[src/rtl/shift_right_serial_64_pkg.sv]
// Shared definitions for the serial 64-bit right shifter: operand/amount
// widths, the control FSM encoding and the fill-bit helper used by the
// single-step shifter.
package shift_right_serial_64_pkg;

    // Operand width (only 64 is supported) and shift-amount width log2(WIDTH).
    localparam int unsigned WIDTH_DEF = 64;
    localparam int unsigned SHW_DEF   = 6;

    // Control FSM encoding. ST_ILLEGAL is never entered on purpose; if it is
    // ever reached (e.g. an upset), the FSM falls back to ST_IDLE.
    typedef enum logic [1:0] {
        ST_IDLE    = 2'd0,
        ST_SHIFT   = 2'd1,
        ST_DONE    = 2'd2,
        ST_ILLEGAL = 2'd3
    } state_e;

    // Bit shifted in at the MSB: copy of the sign for arithmetic shifts,
    // zero for logical shifts.
    function automatic logic shift_fill(input logic arith, input logic msb);
        return arith & msb;
    endfunction

endpackage

[src/rtl/shift_right_serial_64_one.sv]
// Combinational single-step right shifter: data_o = {fill, data_i[W-1:1]}.
// Sits on the next-state path of the serial shifter's data register and is
// the right-shift counterpart of the shift-left-by-one offset block.
module shift_right_serial_64_one
    import shift_right_serial_64_pkg::*;
#(
    parameter int unsigned WIDTH = WIDTH_DEF
) (
    input  logic [WIDTH-1:0] data_i,
    input  logic             arith_i,
    output logic [WIDTH-1:0] data_o
);

    logic fill_s;
    logic unused_lsb_s;

    // Shift one place right, inserting the fill bit and dropping bit 0.
    always_comb begin
        fill_s       = shift_fill(arith_i, data_i[WIDTH-1]);
        data_o       = {fill_s, data_i[WIDTH-1:1]};
        unused_lsb_s = data_i[0];
    end

endmodule

[src/rtl/shift_right_serial_64.sv]
// Multi-cycle 64-bit right shifter (logical or arithmetic). A request is
// accepted in IDLE, shifted one bit per clock in SHIFT while a down-counter
// runs out, then held in DONE until the consumer takes it. One request is in
// flight at a time; all outputs come straight from registers.
module shift_right_serial_64
    import shift_right_serial_64_pkg::*;
#(
    parameter int unsigned WIDTH = WIDTH_DEF,
    parameter int unsigned SHW   = SHW_DEF
) (
    input  logic             clk_i,
    input  logic             rst_i,
    input  logic             in_valid_i,
    output logic             in_ready_o,
    input  logic [WIDTH-1:0] data_i,
    input  logic [SHW-1:0]   shamt_i,
    input  logic             arith_i,
    output logic             out_valid_o,
    input  logic             out_ready_i,
    output logic [WIDTH-1:0] data_o
);

    localparam logic [SHW-1:0] CNT_ZERO = {SHW{1'b0}};
    localparam logic [SHW-1:0] CNT_ONE  = {{(SHW-1){1'b0}}, 1'b1};

    state_e           state_r;
    state_e           next_state_s;
    logic             accept_s;
    logic [WIDTH-1:0] shreg_r;
    logic [WIDTH-1:0] shreg_step_s;
    logic [SHW-1:0]   cnt_r;
    logic             arith_r;
    logic             in_ready_r;
    logic             out_valid_r;
    logic             in_ready_nxt_s;
    logic             out_valid_nxt_s;

    // A request is taken only while idle; in_valid_i is ignored elsewhere.
    assign accept_s = in_valid_i & (state_r == ST_IDLE);

    // One-bit step of the held operand, fed back into the data register.
    shift_right_serial_64_one #(
        .WIDTH (WIDTH)
    ) u_step (
        .data_i  (shreg_r),
        .arith_i (arith_r),
        .data_o  (shreg_step_s)
    );

    // Next-state logic for the IDLE -> SHIFT -> DONE -> IDLE sequence.
    always_comb begin
        next_state_s = state_r;
        case (state_r)
            ST_IDLE: begin
                if (accept_s) begin
                    if (shamt_i == CNT_ZERO) begin
                        next_state_s = ST_DONE;
                    end else begin
                        next_state_s = ST_SHIFT;
                    end
                end else begin
                    next_state_s = ST_IDLE;
                end
            end
            ST_SHIFT: begin
                // The step taken while cnt is 1 is the last one. cnt is never
                // 0 here, but treat it as finished rather than wrap around.
                if (cnt_r <= CNT_ONE) begin
                    next_state_s = ST_DONE;
                end else begin
                    next_state_s = ST_SHIFT;
                end
            end
            ST_DONE: begin
                if (out_ready_i) begin
                    next_state_s = ST_IDLE;
                end else begin
                    next_state_s = ST_DONE;
                end
            end
            default: begin
                next_state_s = ST_IDLE;
            end
        endcase
    end

    // Handshake flags decoded from the upcoming state so they can be
    // registered alongside it.
    always_comb begin
        in_ready_nxt_s  = 1'b0;
        out_valid_nxt_s = 1'b0;
        case (next_state_s)
            ST_IDLE: begin
                in_ready_nxt_s  = 1'b1;
                out_valid_nxt_s = 1'b0;
            end
            ST_SHIFT: begin
                in_ready_nxt_s  = 1'b0;
                out_valid_nxt_s = 1'b0;
            end
            ST_DONE: begin
                in_ready_nxt_s  = 1'b0;
                out_valid_nxt_s = 1'b1;
            end
            default: begin
                in_ready_nxt_s  = 1'b0;
                out_valid_nxt_s = 1'b0;
            end
        endcase
    end

    // State register plus registered handshake outputs.
    always_ff @(posedge clk_i) begin
        if (rst_i) begin
            state_r     <= ST_IDLE;
            in_ready_r  <= 1'b1;
            out_valid_r <= 1'b0;
        end else begin
            state_r     <= next_state_s;
            in_ready_r  <= in_ready_nxt_s;
            out_valid_r <= out_valid_nxt_s;
        end
    end

    // Datapath: capture the request on accept, step and count down while
    // shifting, and hold the result steady while it waits in DONE.
    always_ff @(posedge clk_i) begin
        if (rst_i) begin
            shreg_r <= {WIDTH{1'b0}};
            cnt_r   <= CNT_ZERO;
            arith_r <= 1'b0;
        end else begin
            case (state_r)
                ST_IDLE: begin
                    if (accept_s) begin
                        shreg_r <= data_i;
                        cnt_r   <= shamt_i;
                        arith_r <= arith_i;
                    end else begin
                        shreg_r <= shreg_r;
                        cnt_r   <= cnt_r;
                        arith_r <= arith_r;
                    end
                end
                ST_SHIFT: begin
                    shreg_r <= shreg_step_s;
                    if (cnt_r != CNT_ZERO) begin
                        cnt_r <= cnt_r - CNT_ONE;
                    end else begin
                        cnt_r <= cnt_r;
                    end
                end
                ST_DONE: begin
                    shreg_r <= shreg_r;
                    cnt_r   <= cnt_r;
                end
                default: begin
                    shreg_r <= shreg_r;
                    cnt_r   <= CNT_ZERO;
                end
            endcase
        end
    end

    assign in_ready_o  = in_ready_r;
    assign out_valid_o = out_valid_r;
    assign data_o      = shreg_r;

endmodule

[config.mk]
export PLATFORM = sky130hd
export DESIGN_NAME = shift_right_serial_64
export DESIGN_NICKNAME = d
export VERILOG_FILES = /design/src/rtl/shift_right_serial_64_pkg.sv /design/src/rtl/shift_right_serial_64_one.sv /design/src/rtl/shift_right_serial_64.sv
export SDC_FILE = /design/constraint.sdc
export NUM_CORES = 1
export LEC_CHECK = 0
export BUFFER_PORTS_ARGS = -buffer_cell sky130_fd_sc_hd__buf_2
export CAP_MARGIN = 10
export CORE_MARGIN = 2
export CORE_UTILIZATION = 50
export CTS_BUF_LIST = sky130_fd_sc_hd__clkbuf_4
export DETAILED_ROUTE_END_ITERATION = 16
export GPL_TIMING_DRIVEN = 0
export PLACE_DENSITY_LB_ADDON = 0.05
export SYNTH_ARGS = -nofsm -noshare
export SYNTH_HDL_FRONTEND = slang
export SYNTH_HIERARCHICAL = 1
export SYNTH_SLANG_ARGS = --single-unit
[constraint.sdc]
create_clock -name clk_i -period 2.4 [get_ports clk_i]
set_clock_uncertainty 0.1 [all_clocks]
set_input_delay 0.12 -clock clk_i [delete_from_list [all_inputs] [get_ports clk_i]]
set_output_delay 0.12 -clock clk_i [all_outputs]
set_load 0.02 [all_outputs]
---- After elaboration in Yosys (flattened, before gate mapping) ----
Cells that the tools add are included.
operators by class
  bitwise gates (word level) .............. 3
  reductions and logical operators ........ 8
  muxes and demuxes ....................... 12
  $lt $le $gt $ge ......................... 1
  add/subtract/negate cells ............... 1
  eq/ne operators ......................... 5
operator list
  operator               number
  $pmux W64 S2           1
  $mux W64               1
  $pmux W6 S3            1
  $mux W6                2
  $mux W2                4
  $le A6 B1 Y1 const B   1
  $logic_not A6 Y1       1
  $pmux W2 S3            1
  $reduce_bool A6 Y1     1
  $sub A6 B1 Y6 const B  1
  $eq A2 B2 Y1 const B   2
  $logic_not A2 Y1       2
  $ne A2 B2 Y1 const B   2
  $reduce_and A2 Y1      2
  $reduce_and A3 Y1      1
  $and A1 B1 Y1          2
  $eq A2 B1 Y1 const B   1
  $mux W1                2
  $reduce_bool A2 Y1     1
  $not A1 Y1             1
word-level totals
  logic and storage cells ................. 36
  output and inout port bits .............. 66
  flip-flop bits (word level) ............. 75

---- Longest topological paths before layout ----
Gate-level depths: netlist of the first run.
  depth in word-level cells ............... 6
  gate-level depth with buffers ........... 6

---- Cells and area by module ----
The synthesis of the first run kept the hierarchy.
by module, submodules not included
  module                     area each (µm²)  cells each  times used
  shift_right_serial_64      3,478.3          369         1
  shift_right_serial_64_one  486.7            65          1

---- Worst setup path before layout of the first run ----
Ideal clock, no wire load.
  path kind ............................... register to register
  start ................................... register cnt_r[2]
  end ..................................... register cnt_r[3]
  path buffers ............................ 0
  cell stages (with the launch flop) ...... 5
  library setup time ...................... 0.116 ns
  slack ................................... 0.716 ns
  arrival ................................. 1.468 ns
  cell sequence ........................... dfxtp_1 or4_4 o32ai_4 a2111oi_0 a31o_2
between the ends
  cells in the longest elaborated chain, start to end .. 3
ends and longest elaborated chain
  element                                                     line                                                        text
  from (decl)                                                 shift_right_serial_64.sv:31                                 logic [SHW-1:0] cnt_r;
  from (signal assigned)                                      shift_right_serial_64.sv:137                                cnt_r <= shamt_i;
  from (signal assigned)                                      shift_right_serial_64.sv:141                                cnt_r <= cnt_r;
  from (signal assigned)                                      shift_right_serial_64.sv:148                                cnt_r <= cnt_r - CNT_ONE;
  $sub A6 B1 Y6 / $reduce_bool A6 Y1 (equally long branches)  shift_right_serial_64.sv:148, shift_right_serial_64.sv:147
  $mux W6 / $ne A2 B2 Y1 (equally long branches)              -
  $pmux W6 S3 / $reduce_and A3 Y1 (equally long branches)     -
Parallel ways exist; a longest one is shown, timed or not. The select of a mux whose other input is x is not followed.
A chain may end at the register's enable or synchronous reset.

---- Worst setup path after layout of the first run ----
  start ................................... register cnt_r[2]
  end ..................................... register state_r[1]
between the ends
  cells in the longest elaborated chain, start to end .. 3
ends and longest elaborated chain
  element               line                          text
  $le A6 B1 Y1          shift_right_serial_64.sv:68   if (cnt_r <= CNT_ONE) begin
  $mux W2               shift_right_serial_64.sv:68
  $pmux W2 S3           shift_right_serial_64.sv:53   case (state_r)
  to (signal assigned)  shift_right_serial_64.sv:119  state_r <= next_state_s;
  to (decl)             shift_right_serial_64.sv:26   state_e state_r;
No other way between the ends.

==> summary by stage, run 1 <==
Power and ir drop
The fraction of power consumed by combinational cells is 37.6%. In this run, flip-flops and latches consume roughly 37% of the power. IR analysis of the VDD net gives a maximum drop of ~0.00048 V.

The proportion of total power due to net switching is roughly 33%. The total leakage power is 2.758 nW. In this run the power spent charging and discharging nets is 1.425 mW. The clock network fraction of design power is 25.0%. The internal portion of the total power is about 2.9 mW. The power density of the placed cells is 753.7 nW/um^2.

Finish
The filler cells instantiated in the layout total 612. The layout net count is 732. The final standard cell area without fillers is 5694 sq um. The number of standard cells in the final layout excluding fillers is 761. The total inserted antenna cells is 0. Summing all flip-flop and latch instances after layout gives 1501 sq um. The multi-input gate area in the final layout is 1793 sq um. The proportion of layout cells with a drive suffix above 1 is 35.66%.

The layout-stage area growth over the synthesis result is 43.61%.

Setup path
The kind of launch point of the worst setup path is a flop. The critical path starts at cnt_r[2]$_SDFFE_PP0P_. For this design, the slowest cell found on the critical path is sky130_fd_sc_hd__or4_4.

Walking the worst path, the cells encountered are or4_4 > o21bai_1 > o21a_1 > a311oi_1 > dlygate4sd3_1. Of all nets on the critical path, the largest fanout is 6. The start-to-end type of the worst setup path is flop to flop. The worst register-to-register path begins at cnt_r[2]$_SDFFE_PP0P_. The worst setup path is captured at a flop. STA puts the critical path data required time at 2630 ps. The arrival time reported for the critical path endpoint is 2550 ps. The maximum cell stage delay along the critical path is 570 ps.

Clock tree
The tree is rooted in a sky130_fd_sc_hd__clkbuf_4. The number of clock sinks is 75. The number of buffers between clock root and the deepest sink is 2. The H-tree depth reported by CTS is 3.

TritonCTS built the clock tree. Buffers inserted during clock tree synthesis total 9. The latest clock arrival within the worst-skew pair is 390 ps. The register clock-pin slew on the reported worst setup and hold paths is 120 ps. The number of setup buffers added after CTS is 0.

Drt
The initial detailed-routing violation count is 79. The DRC violation count after routing is 0. The average via count per standard cell is 4.992. The count of nets left with antenna violations once routing finished came out at 0. The first-pass detailed-route iteration total is 4. Dividing the detail-routed wire length by the instance count gives approximately 14 microns. The routed design has approximately 11000 microns of wire.

Summing over every cut layer, the via total after detailed routing is 3799.

Global routing
Global routing consumed, over all layers together, 24.94% of the routing resources. The first global-routing pass estimated ~17000 microns of wire. Entering global routing, the biggest net connects 13 pins. The number of antenna violations at the first check in global routing is 0. Global routing finished with a remaining overflow of 0. The number of global-route vias before repair is between 3000 and 4000.

Placement
The worst slack at placement is 415.1 ps. The cell count after placement is 675. The post-detailed-placement cell area is between 4000 and 5000 sq um. After legalization and detailed placement, the total HPWL measured 6914 microns. The quantity of I/O buffers inserted on ports is 139. The final weighted congestion in routability-driven placement is about 0.8.

Yosys
By area the synthesized netlist is led by sky130_fd_sc_hd__dfxtp_1 (38%), sky130_fd_sc_hd__mux2i_1 (16%), sky130_fd_sc_hd__a211oi_1 (12%). The synthesized design contains 0 enable-type register cells. Synthesis handed over a netlist of 434 instances. The cell area after synthesis is approximately 4000 sq um. The top flip-flop cell by instance count after synthesis is sky130_fd_sc_hd__dfxtp_1. The library cell with the highest instance count after synthesis is sky130_fd_sc_hd__dfxtp_1. When the netlist entered floorplanning its net count stood at 512.

The area fraction of the dominant cell type after synthesis is 37.87%. The fraction of synthesis flops using an asynchronous set or reset pin is 0%. The sequential fraction of the synthesis area is 37.87%.

After synthesis the netlist holds a flip-flop and latch count of 75. The cell accounting for the most synthesized area is sky130_fd_sc_hd__dfxtp_1. The count of synthesis-stage warnings from yosys is 6. The average cell area after synthesis is 9.136 sq um.

Counting distinct cell types in the post-synthesis netlist gives 38. After synthesis, the most frequently instantiated cells are sky130_fd_sc_hd__dfxtp_1 (75), sky130_fd_sc_hd__nor2_1 (74), sky130_fd_sc_hd__a211oi_1 (65), sky130_fd_sc_hd__buf_4 (65), sky130_fd_sc_hd__mux2i_1 (65).

Die
The floorplan step defined a core boundary enclosing 7687 sq um. The count of pins on the block boundary is ~140. For this configuration, the core starts out at a cell density of 51.58%. The total number of placement rows is 32. The height of the die is 93.05 microns. The die span in x is 93.05 microns. The die outline area is 8658 sq um.

STA
The number of hold violations in the final report was 0. The setup violation total in the final timing report is 0. The routed design could run at a clock period as short as 2310 ps. The worst pin sits at a relative slew slack of 63.31%. Across all hold checks on the routed design, the worst slack comes to about 54 ps. The number of pins exceeding their max-slew limit in the final report is 0.

Based on the critical path, the design can be clocked at up to 432.9 MHz. The final worst-path cycle share is between 90% and 100%. Setup repair after global routing left no endpoint under its margin. The slew at the pin closest to its max-slew limit is 550.3 ps. The worst setup margin is approximately 90 ps. The accumulated negative setup slack is 0 ps.

Flow run
Across the run, the number of max-cap violations was 0.

Hold path
The path class of the tightest hold or removal check is input pin to flop. The worst hold path begins at data_i[57].

Run status
The run finished with clean final reports.
-- logic make-up (layout without fill, tap and decap cells) --
logic type,after synthesis,count (layout),synth area share [%]
buffers and inverters,104,329,16.98
XOR/XNOR,1,1,0.2209
multiplexers,65,65,16.41
flip-flops,75,75,37.87
AND/OR/NAND/NOR,96,96,10.32
AO/OA/AOI/OAI,90,90,17.26
adder cells (fa/ha/maj),3,3,0.9468
-- through the flow --
stage / power [mW] / util (%)
final: 4.292 / 74.07
after global routing: 4.552 / 74.07
after CTS: 4.308 / 73.91
after detailed placement: 3.136 / 62.29
after global placement: 3.113 / 62.29
after floorplan: 2.719 / -
-- layout by cell type (no fill, tap or decap), types with 6 or more instances in the layout --
| cell type | netlist | routed |
|---|---|---|
| sky130_fd_sc_hd__buf_2 | 7 | 146 |
| sky130_fd_sc_hd__nor2_1 | 74 | 74 |
| sky130_fd_sc_hd__clkbuf_4 | 0 | 10 |
| sky130_fd_sc_hd__a21oi_1 | 6 | 6 |
| sky130_fd_sc_hd__clkbuf_1 | 16 | 16 |
| sky130_fd_sc_hd__dlygate4sd3_1 | 0 | 70 |
| sky130_fd_sc_hd__mux2i_1 | 65 | 65 |
| sky130_fd_sc_hd__buf_4 | 65 | 65 |
| sky130_fd_sc_hd__a211oi_1 | 65 | 65 |
| sky130_fd_sc_hd__dfxtp_1 | 75 | 75 |
| sky130_fd_sc_hd__inv_1 | 8 | 8 |
-- power groups by stage --
| stage | sequential [mW] | clock, mW | combinational (mW) |
|---|---|---|---|
| floorplan | 1.83 | 0 | 0.891 |
| global placement | 1.62 | 0 | 1.49 |
| detailed placement | 1.62 | 0 | 1.51 |
| CTS | 1.60 | 1.10 | 1.60 |
| global route | 1.63 | 1.16 | 1.76 |
| finish | 1.61 | 1.07 | 1.61 |
-- area by class of cell --
type	count	share of cell area (%)
buffer	96	11.29
clock inverter	6	2.241
clock buffer	10	1.318
inverter	8	0.5274
tap	102	2.241
sequential	75	26.37
multi-input combinational	255	31.49
timing repair buffer	209	24.52
-- worst paths after layout --
check                                 end  slack (ps)  cells past startpoint
setup / recovery    state_r[1]$_SDFF_PP0_          90                      5
hold / removal    data_o[57]$_SDFFE_PP0P_          50                      3
setup reg to reg    state_r[1]$_SDFF_PP0_          90                      5
hold reg to reg     cnt_r[1]$_SDFFE_PP0P_         430                      2
-- state kept, by name, indices dropped and copies added (netlist names) --
signal and flops:
data_o 64, cnt_r 6, state_r 2, arith_r 1, in_ready_o 1, out_valid_o 1
-- routing by layer --
layer	GRT usage [%]	up-vias	wire [microns]	share of wire [%]
met5	0	-	0	0
met4	8.456	0	114	1.1
met3	4.271	8	525	5.0
met2	44.38	100	5217	49
met1	30.40	1769	4747	45
li1	-	1922	-	-
-- worst max-delay path: cells and delay by family (launching register included) --
| kind | cells | cell delay [ps] |
|---|---|---|
| buffers and inverters | 1 | 570 |
| AND/OR/NAND/NOR | 1 | 570 |
| flip-flops | 1 | 380 |
| AO/OA/AOI/OAI | 3 | 640 |
-- what timing repair did --
item / in CTS / in global routing
hold buffers: 69 / 1
hold endpoints to repair: 68 / 1
gates resized for setup: 0 / 1
setup endpoints to repair: 0 / 1
(Power assumes the default switching activity.)
==> run 2: changes to the inputs <==
SETUP_SLACK_MARGIN = 0.1   (was unset)
==> summary by stage, run 2 (synthesis gave the netlist of run 1 again) <==
Setup path
The worst register-to-register path begins at state_r[1]$_SDFF_PP0_. The arrival time reported for the critical path endpoint is 2200 ps (-350 ps). The worst setup path is of the flop to flop kind.

The depth of the worst register-to-register path is 5 (unchanged). The critical path capture point type is a flop. The kind of launch point of the worst setup path is a flop. The highest net fanout along the worst path came to 10 (+4). In this run the worst setup path terminates at out_valid_o$_SDFF_PP0_. The critical path startpoint is state_r[1]$_SDFF_PP0_. The worst register-to-register path ends at out_valid_o$_SDFF_PP0_. The minimum setup slack among reg-to-reg paths is 400 ps (+310 ps). The data required time at the worst endpoint came to 2600 ps (-30 ps).

Finish
The multi-input gate area in the final layout is 1793 sq um (unchanged). The final standard cell area without fillers is 5684 sq um (-0.18%). The layout-stage area growth over the synthesis result is 43.36%. The library cell used most frequently in the layout, excluding fill and tap cells, is sky130_fd_sc_hd__buf_2. The flip-flop count of the largest register after layout is 64 (unchanged). The count of fill cells added during filler insertion is 614 (+0.33%). The layout net count was 731 (-0.14%). The proportion of layout cells with a drive suffix above 1 is 35.71% (+0.054 points).

The total inserted antenna cells is 0 (unchanged). In the layout the commonest cells are sky130_fd_sc_hd__buf_2 (146), sky130_fd_sc_hd__dfxtp_1 (75), sky130_fd_sc_hd__nor2_1 (74), sky130_fd_sc_hd__dlygate4sd3_1 (69). The area occupied by registers is 1501 sq um (unchanged).

STA
The accumulated negative setup slack is 0 ps (unchanged). The number of pins exceeding their max-slew limit in the final report is 0 (unchanged). The number of hold violations in the final report was 0 (unchanged).

The clock period minus worst slack was 2005 ps (-305.3 ps). The setup violation total in the final timing report was 0 (unchanged). The final worst-path cycle share was 83.54% (-13 points). The relative slew slack was 63.43% (+0.12 points). Setup repair after global routing left no endpoint under its margin. The slew at the pin closest to its max-slew limit is 548.6 ps (-1.754 ps). The maximum clock rate was 498.8 MHz (+15%).

Clock tree
The H-tree depth reported by CTS is 3 (unchanged). TritonCTS built the clock tree. The number of buffers between clock root and the deepest sink is 2 (unchanged). The latest clock arrival within the worst-skew pair is 390 ps (about the same). The clock root buffer master is sky130_fd_sc_hd__clkbuf_4. The number of clock sinks is 75 (unchanged).

The number of buffers added by the clock tree synthesis step is 9 (unchanged). The register clock-pin slew on the reported worst setup and hold paths is 120 ps (about the same). The buffer count from post-CTS setup fixing is 0 (unchanged).

Power and ir drop
The total leakage power was 2.752 nW (-0.23%). The power density of the placed cells is 754.5 nW/um^2 (+0.11%). The maximum vdd ir drop came to 0.0004815 V (+0.21%).

Run status
The run finished with clean final reports.

Drt
The DRC violation count after routing was 0 (unchanged). The wire length per cell was 13.93 microns (about the same). The average via count per standard cell is 4.980 (-0.24%). The final wirelength is 10580 microns (-0.19%).

The first-pass detailed-route iteration total is 4 (unchanged). The detailed-route via count is 3785 (-0.37%). The number of nets with antenna violations after routing is 0 (unchanged). The initial detailed-routing violation count was 85 (+7.6%).

Flow run
The max capacitance violation total is 0 (unchanged).

Placement
The quantity of I/O buffers inserted on ports was 139 (unchanged). The final weighted congestion in routability-driven placement was 0.7917 (unchanged). The placed wire-length estimate after detailed placement came to 6914 microns (unchanged). The post-detailed-placement cell area is 4788 sq um (unchanged).

Hold path
The worst min-delay path startpoint is data_i[57]. The worst min-delay path class is input pin to flop.

Global routing
The number of global-route vias before repair was 3760 (+0.027%). The global router's overall resource usage is 24.94% (unchanged). The leftover overflow at the end of global routing is 0 (unchanged). The number of antenna violations at the first check in global routing is 0 (unchanged). The global-route wire length before repair was 17510 microns (about the same). The pin count of the biggest net entering global routing is 13 (unchanged).

Die
The total number of placement rows is 32 (unchanged). The height of the die is 93.05 microns (unchanged). The core area is 7687 sq um (unchanged).

The die outline area is 8658 sq um (unchanged). The count of pins on the block boundary is 141 (unchanged). The effective utilization at floorplan is 51.58% (unchanged). The die span in x is 93.05 microns (unchanged).
-- run 2: report_power, final --
group / switching [mW] / internal, mW / total, mW
sequential: 0.156 / 1.45 / 1.61
combinational: 0.834 / 0.777 / 1.61
clock: 0.434 / 0.639 / 1.07
total: 1.42 / 2.86 / 4.29
-- run 2: cell type report --
| class | instances | area share, % |
|---|---|---|
| Timing Repair Buffer | 208 | 24.39 |
| Tap cell | 102 | 2.245 |
| Inverter | 8 | 0.5283 |
| Multi-Input combinational cell | 255 | 31.54 |
| Clock buffer | 10 | 1.321 |
| Clock inverter | 6 | 2.245 |
| Sequential cell | 75 | 26.41 |
| Buffer | 96 | 11.31 |
-- run 2: what timing repair did --
item	in CTS	in global routing
endpoints found under the setup margin	0	1
hold buffers	68	1
gates resized for setup	0	1
hold endpoints to repair	68	1
-- run 2: critical path, stage by stage, from the launching register on --
cell	delay, ps
sky130_fd_sc_hd__dfxtp_1	320
sky130_fd_sc_hd__clkbuf_1	220
sky130_fd_sc_hd__nor2b_2	280
sky130_fd_sc_hd__nand4_1	110
sky130_fd_sc_hd__dlygate4sd3_1	610
sky130_fd_sc_hd__a311oi_1	270
-- run 2: worst min-delay path by stage --
| stage | cells past startpoint | slack (ps) | end |
|---|---|---|---|
| 2_1_floorplan | 2 | 170 | arith_r$_SDFFE_PP0P_ |
| 3_3_place_gp | 3 | 260 | arith_r$_SDFFE_PP0P_ |
| 3_5_place_dp | 3 | 270 | arith_r$_SDFFE_PP0P_ |
| 4_1_cts | 3 | 10 | data_o[37]$_SDFFE_PP0P_ |
| 5_1_grt | 3 | 10 | data_o[57]$_SDFFE_PP0P_ |
| 6_report | 3 | 60 | data_o[57]$_SDFFE_PP0P_ |
-- run 2: metrics by stage --
| step | worst slack [ps] | power (mW) | utilization [%] | instances | hold slack, ps |
|---|---|---|---|---|---|
| finish | 395.1 | 4.289 | 73.94 | 760 | 55.78 |
| global route | 183.6 | 4.549 | 73.94 | 760 | 10.60 |
| CTS | 293.8 | 4.305 | 73.78 | 759 | 11.38 |
| detailed placement | 415.1 | 3.136 | 62.29 | 675 | 269.7 |
| global placement | 443.1 | 3.113 | 62.29 | 675 | 261.1 |
| floorplan | 716.0 | 2.719 | - | 434 | 166.8 |
-- run 2: layer usage --
layer  wire, microns  global-route usage (%)  part of all wire [%]  vias up
met3             482                   4.271                   4.6       10
li1                -                       -                     -     1918
met2            5205                   44.44                    49       94
met5               0                       0                     0        -
met4             127                   8.456                   1.2        0
met1            4769                   30.34                    45     1763
